==> src/rtl/jk_universal_register.sv <==
// WIDTH-bit register with JK, load, shift, count and clear modes.
// Optional registered even-parity output when JK_PARITY_EN is defined.
module jk_universal_register #(
  parameter int unsigned      WIDTH     = 8,
  parameter logic [WIDTH-1:0] RESET_VAL = '0
) (
  input  logic             clk,
  input  logic             rst_n,
  input  logic             en,
  input  logic [2:0]       mode,
  input  logic [WIDTH-1:0] j,
  input  logic [WIDTH-1:0] k,
  input  logic [WIDTH-1:0] d,
  input  logic             ser_in,
  output logic [WIDTH-1:0] q,
  output logic [WIDTH-1:0] q_n,
  output logic             ser_out,
`ifdef JK_PARITY_EN
  output logic             tc,
  output logic             parity
`else
  output logic             tc
`endif
);

  localparam logic [2:0] MODE_HOLD  = 3'b000;
  localparam logic [2:0] MODE_JK    = 3'b001;
  localparam logic [2:0] MODE_LOAD  = 3'b010;
  localparam logic [2:0] MODE_SHL   = 3'b011;
  localparam logic [2:0] MODE_SHR   = 3'b100;
  localparam logic [2:0] MODE_UP    = 3'b101;
  localparam logic [2:0] MODE_DOWN  = 3'b110;
  localparam logic [2:0] MODE_CLEAR = 3'b111;

  localparam logic [WIDTH-1:0] ALL_ONES = {WIDTH{1'b1}};
  localparam logic [WIDTH-1:0] ONE      = WIDTH'(1);

  logic [WIDTH-1:0] q_next;

  // Next-state selection; en low holds in every mode.
  always_comb begin
    q_next = q;
    if (en) begin
      unique case (mode)
        MODE_HOLD:  q_next = q;
        MODE_JK:    q_next = (j & ~q) | (~k & q);
        MODE_LOAD:  q_next = d;
        MODE_SHL:   q_next = {q[WIDTH-2:0], ser_in};
        MODE_SHR:   q_next = {ser_in, q[WIDTH-1:1]};
        MODE_UP:    q_next = q + ONE;
        MODE_DOWN:  q_next = q - ONE;
        MODE_CLEAR: q_next = '0;
        default:    q_next = q;
      endcase
    end
  end

  always_ff @(posedge clk or negedge rst_n) begin
    if (!rst_n) begin
      q <= RESET_VAL;
    end else begin
      q <= q_next;
    end
  end

`ifdef JK_PARITY_EN
  // Parity is computed from q_next so it lands on the same edge as q.
  always_ff @(posedge clk or negedge rst_n) begin
    if (!rst_n) begin
      parity <= ^RESET_VAL;
    end else begin
      parity <= ^q_next;
    end
  end
`endif

  assign q_n = ~q;

  // Serial tap follows shift direction; zero outside shift modes.
  always_comb begin
    ser_out = 1'b0;
    if (mode == MODE_SHL) begin
      ser_out = q[WIDTH-1];
    end else if (mode == MODE_SHR) begin
      ser_out = q[0];
    end
  end

  assign tc = en & (((mode == MODE_UP) & (q == ALL_ONES)) |
                    ((mode == MODE_DOWN) & (q == '0)));

endmodule

==> config.mk <==
export PLATFORM = sky130hd
export DESIGN_NAME = jk_universal_register
export DESIGN_NICKNAME = d
export VERILOG_FILES = /design/src/rtl/jk_universal_register.sv
export SDC_FILE = /design/constraint.sdc
export NUM_CORES = 1
export LEC_CHECK = 0
export BUFFER_PORTS_ARGS = -buffer_cell sky130_fd_sc_hd__clkbuf_2
export CORE_UTILIZATION = 49
export CTS_CLUSTER_DIAMETER = 40
export DETAILED_ROUTE_END_ITERATION = 7
export PLACE_DENSITY = 0.84
export SLEW_MARGIN = 20
export SYNTH_ARGS = -nofsm -noshare
export SYNTH_HDL_FRONTEND = slang
export SYNTH_SLANG_ARGS = --single-unit
==> constraint.sdc <==
create_clock -name clk -period 6.2 [get_ports clk]
set_input_delay 0.62 -clock clk [delete_from_list [all_inputs] [get_ports clk]]
set_output_delay 0.62 -clock clk [all_outputs]
set_load 0.01 [all_outputs]
; ---- Yosys cells after proc, flatten, opt, wreduce, memory -nomap -nowiden
; Index checks and enable logic that the tools add are counted.
[totals]
ff_bits = 8
input_bits = 31
out_inout_bits = 18
word_cells = 27
[op_classes]
addsub = 2
eq_ne = 8
muxes = 3
bitwise_logic = 10
n_reduce_logical = 3
[op_table]
columns = op, count
row1 = $pmux 8 s7, 1
row2 = $and 8x8->8, 2
row3 = $not 8->8, 2
row4 = $eq 3x3->1 const B, 4
row5 = $add 8x1->8 const B, 1
row6 = $eq 8x8->1 const B, 1
row7 = $logic_not 8->1, 1
row8 = $or 8x8->8, 1
row9 = $sub 8x1->8 const B, 1
row10 = $eq 3x2->1 const B, 2
row11 = $and 1x1->1, 3
row12 = $eq 3x1->1 const B, 1
row13 = $logic_not 3->1, 1
row14 = $mux 1, 2
row15 = $reduce_and 2->1, 1
row16 = $not 1->1, 1
row17 = $or 1x1->1, 1

; ---- Longest topological paths before layout
[depth]
ltp_word = 4
mapped_depth = 9
ltp_nobuf = 8

; ---- Worst setup path after synthesis
; Ideal clock, no wire load.
[synth_path]
path_type = input -> output
startpoint = input mode[2]
endpoint = output tc
arrival_ns = 1.913
t_required_ns = 5.580
path_slack_ns = 3.667
cell_stages = 5
n_path_buf = 1
path_cell_list = buf_4 > nand3b_4 > or3_4 > or4_1 > a21boi_1
[synth_between]
elab_chain_len = 4
word_cells_on_any_way = 6
cone_classes = eq/ne (2) / bitwise (4)
[synth_lines]
columns = element, line_no
row1 = start: declaration, 10  ; input logic [2:0] mode,
row2 = "$eq 3x3->1, on equally long branches", "89, 90"
row3 = "$and 1x1->1, on equally long branches", "89, 90"
row4 = $or 1x1->1 *, 89  ; assign tc = en & (((mode == MODE_UP) & (q == ALL_ONES)) |
row5 = $and 1x1->1 *, 89
row6 = end: declaration, 22  ; output logic tc
; Every way passes the cells marked *; elsewhere a longest branch is shown, timed or not.

; ---- Worst setup path after layout
[layout_path]
startpoint = input mode[0]
endpoint = output tc
; The elaborated chain is that of the path after synthesis.

==> reports/results.ini <==
[run_status]
status = finished clean

[power]
p_int_uw = 147
combPwrFrac_pct = 47.9
total_power_uw = 275
ir_drop_mv = 0.143
swShare_pct = 46.6
power_frac_seq_pct = 34.7
power_switching_uw = 128
power_density_nw_per_um2 = 219
p_leak_uw = 0.000596
power_frac_clock_pct = 17.4

[sta]
worst_pin_slew_ps = 923
slew_viol_final = 0
hold_viol = 0
finClkSkew_ps = 5.03
fmax_mhz = 337
tns_ps = 0
setup_slack_ps = 3230
rsz0062_at_grt = no
min_period_over_period_pct = 47.9
setup_violations = 0
fin_crit_ps = 2970
maxSlewHeadroom_pct = 38.4

[route]
drcViolationCount = 0
drt-total-wl_um = 3010
via_per_inst = 6.06
vias = 1243
post_drt_wl_per_cell_um = 14.7
drt_iter0_drc = 59
detail-route-antenna-nets = 0
dr.pass1.iters = 4

[place]
pre_cts_ws_ps = 3270
dp_hpwl_um = 2100
gp_congestion = 0.845
port_buffers = 48
dp_cells = 202

[finish]
n_antenna_cell = 0
drive_gt1_share_pct = 30.3
top_register = q
layout.cells.non_filler = 205
register_area_um2 = 200
multi_input_area_um2 = 721
syn_to_final_growth_pct = 23.8
largest_register_ffs = 8
fin_nets = 212
nFillCells = 190
top_regs = q: 8 flops

[synth]
synth_edf_count = 0
syn-num-nets = 172
netlist-cell-type-count = 44
synth-seq-area-share_pct = 19.8
async_reset_ff_share_pct = 100
synthCells = 140
avgSynthCellArea_um2 = 7.24
synth_top_flop_cell = dfrtp_1
yosys_warnings = 0
ys_ff_latch = 8
synthesis.area_um2 = 1010

[global_routing]
grt_pass1_vias = 981
grt_max_degree = 22
grt_usage_pct = 28.4
grt_overflow = 0
antenna_found_initial = 0
grt_pass1_wl_um = 4440

[clock_tree]
post_cts_resized = 0
cts_sinks = 8
post_cts_buffers = 0
clock_path_buffers = 2
htree_levels = 1
cts_tree = built
cts_root_buffer = clkbuf_4
clk_pin_slew_ps = 70
clkLatencyLatePin_ps = 280
ctsHoldBuffers = 0
cts_made_buffers = 3

[die]
dieWidth_um = 47.5
num_rows = 16
io-pin-count = 49
core_area_um2 = 1960
die_h_um = 47.5
die_area_um2 = 2250
initial_core_util_pct = 51.7

[setup_path]
worstPathMaxFanout = 21
worstSetupPathType = in2out
crit_path_end_kind = primary output
reg2reg_depth = 7
r2r_end = q[4]
worst_setup_path_start_kind = input port
rrSetupSlack_ps = 4100
required_ps = 5580
crit_arrival_ps = 2350
r2r_start = q[1]

[hold_path]
hold_path_class = in2async

[job]
cap_violations = 0

[cells by family after synthesis]
family	count (synthesis)	share of synthesized area, %
buf+inv	23	9.13
mux	3	2.96
xor+xnor	5	4.32
fa+ha+maj	1	1.23
simple gates	39	23.2
flops	8	19.8
compound gates	61	39.4
[metal layers]
layer / share of wire, % / vias up / global-route usage [%] / wire [µm]
li1: - / 610 / - / -
met1: 44 / 567 / 39.7 / 1330
met2: 47 / 59 / 43.6 / 1420
met3: 6.8 / 7 / 4.91 / 205
met4: 1.8 / 0 / 10.3 / 53
met5: 0 / - / 0 / 0
[power groups by stage]
stage                     logic, µW  clock network [µW]  registers, µW
after floorplan                97.2                   0           80.9
after global placement          128                   0           94.5
after detailed placement        130                   0           95.7
after CTS                       131                46.8           94.4
after global routing            147                50.2           98.9
final                           132                47.8           95.4
[worst max-delay path: stages]
cell      delay (ps)
clkbuf_2         260
nand3b_4         300
or3_4            390
or4_1            480
a21boi_1         150
clkbuf_2         150
[layout make-up]
| type | instances | share of cell area (%) |
|---|---|---|
| inverter | 10 | 2.99 |
| sequential | 8 | 16.0 |
| clock buffer | 3 | 1.79 |
| tap | 27 | 2.69 |
| multi-input combinational | 109 | 57.4 |
| timing repair buffer | 48 | 19.1 |
[cells in the final DEF (no fill, tap or decap), drive strengths merged]
master    n
clkbuf   51
a21oi    16
o21ai    14
nor2     10
inv       9
dfrtp     8
a22oi     6
nand3     5
or3       5
nand2     4
o22ai     4
xnor2     3
and4      3
a211oi    3
mux2i     3
a21boi    3
nand3b    3
nand2b    2
or4       2
and3      2
xor2      2
o221ai    2
a22o      2
o2bb2ai   2
nor2b     1
clkinv    1
a32o      1
o41ai     1
nor3b     1
a211o     1
nand4     1
a2bb2oi   1
o31ai     1
a311oi    1
o32ai     1
a31oi     1
o22a      1
ha        1
[how the worst max path moves through the flow]
stage / slack, ps / from / end / cells past startpoint
2_1_floorplan: 3670 / mode[2] / tc / 5
3_3_place_gp: 3300 / mode[0] / tc / 6
3_5_place_dp: 3270 / mode[0] / tc / 6
4_1_cts: 3260 / mode[0] / tc / 6
5_1_grt: 3160 / mode[0] / tc / 6
6_report: 3230 / mode[0] / tc / 6
[synthesized netlist by cell type (3+ instances only)]
library cell | instances | area (µm²)
a211oi_1 | 3 | 22.5
a21oi_1 | 16 | 80.1
a22oi_1 | 6 | 45.0
and4_1 | 3 | 26.3
clkbuf_1 | 9 | 33.8
dfrtp_1 | 8 | 200
inv_1 | 9 | 33.8
mux2i_1 | 3 | 30.0
nand2_1 | 4 | 15.0
nand3_1 | 5 | 25.0
nor2_1 | 10 | 37.5
o21ai_0 | 14 | 70.1
o22ai_1 | 4 | 25.0
or3_1 | 4 | 25.0
xnor2_1 | 3 | 26.3
[per-stage QoR]
step	hold WS, ps	cell area, µm²	util, %
6_report	186	1250	64.0
5_1_grt	205	1250	64.0
4_1_cts	202	1250	64.0
3_5_place_dp	497	1230	62.8
3_3_place_gp	492	1230	62.8
2_1_floorplan	324	1010	-
Note: power is estimated with default switching activity, not from simulation.
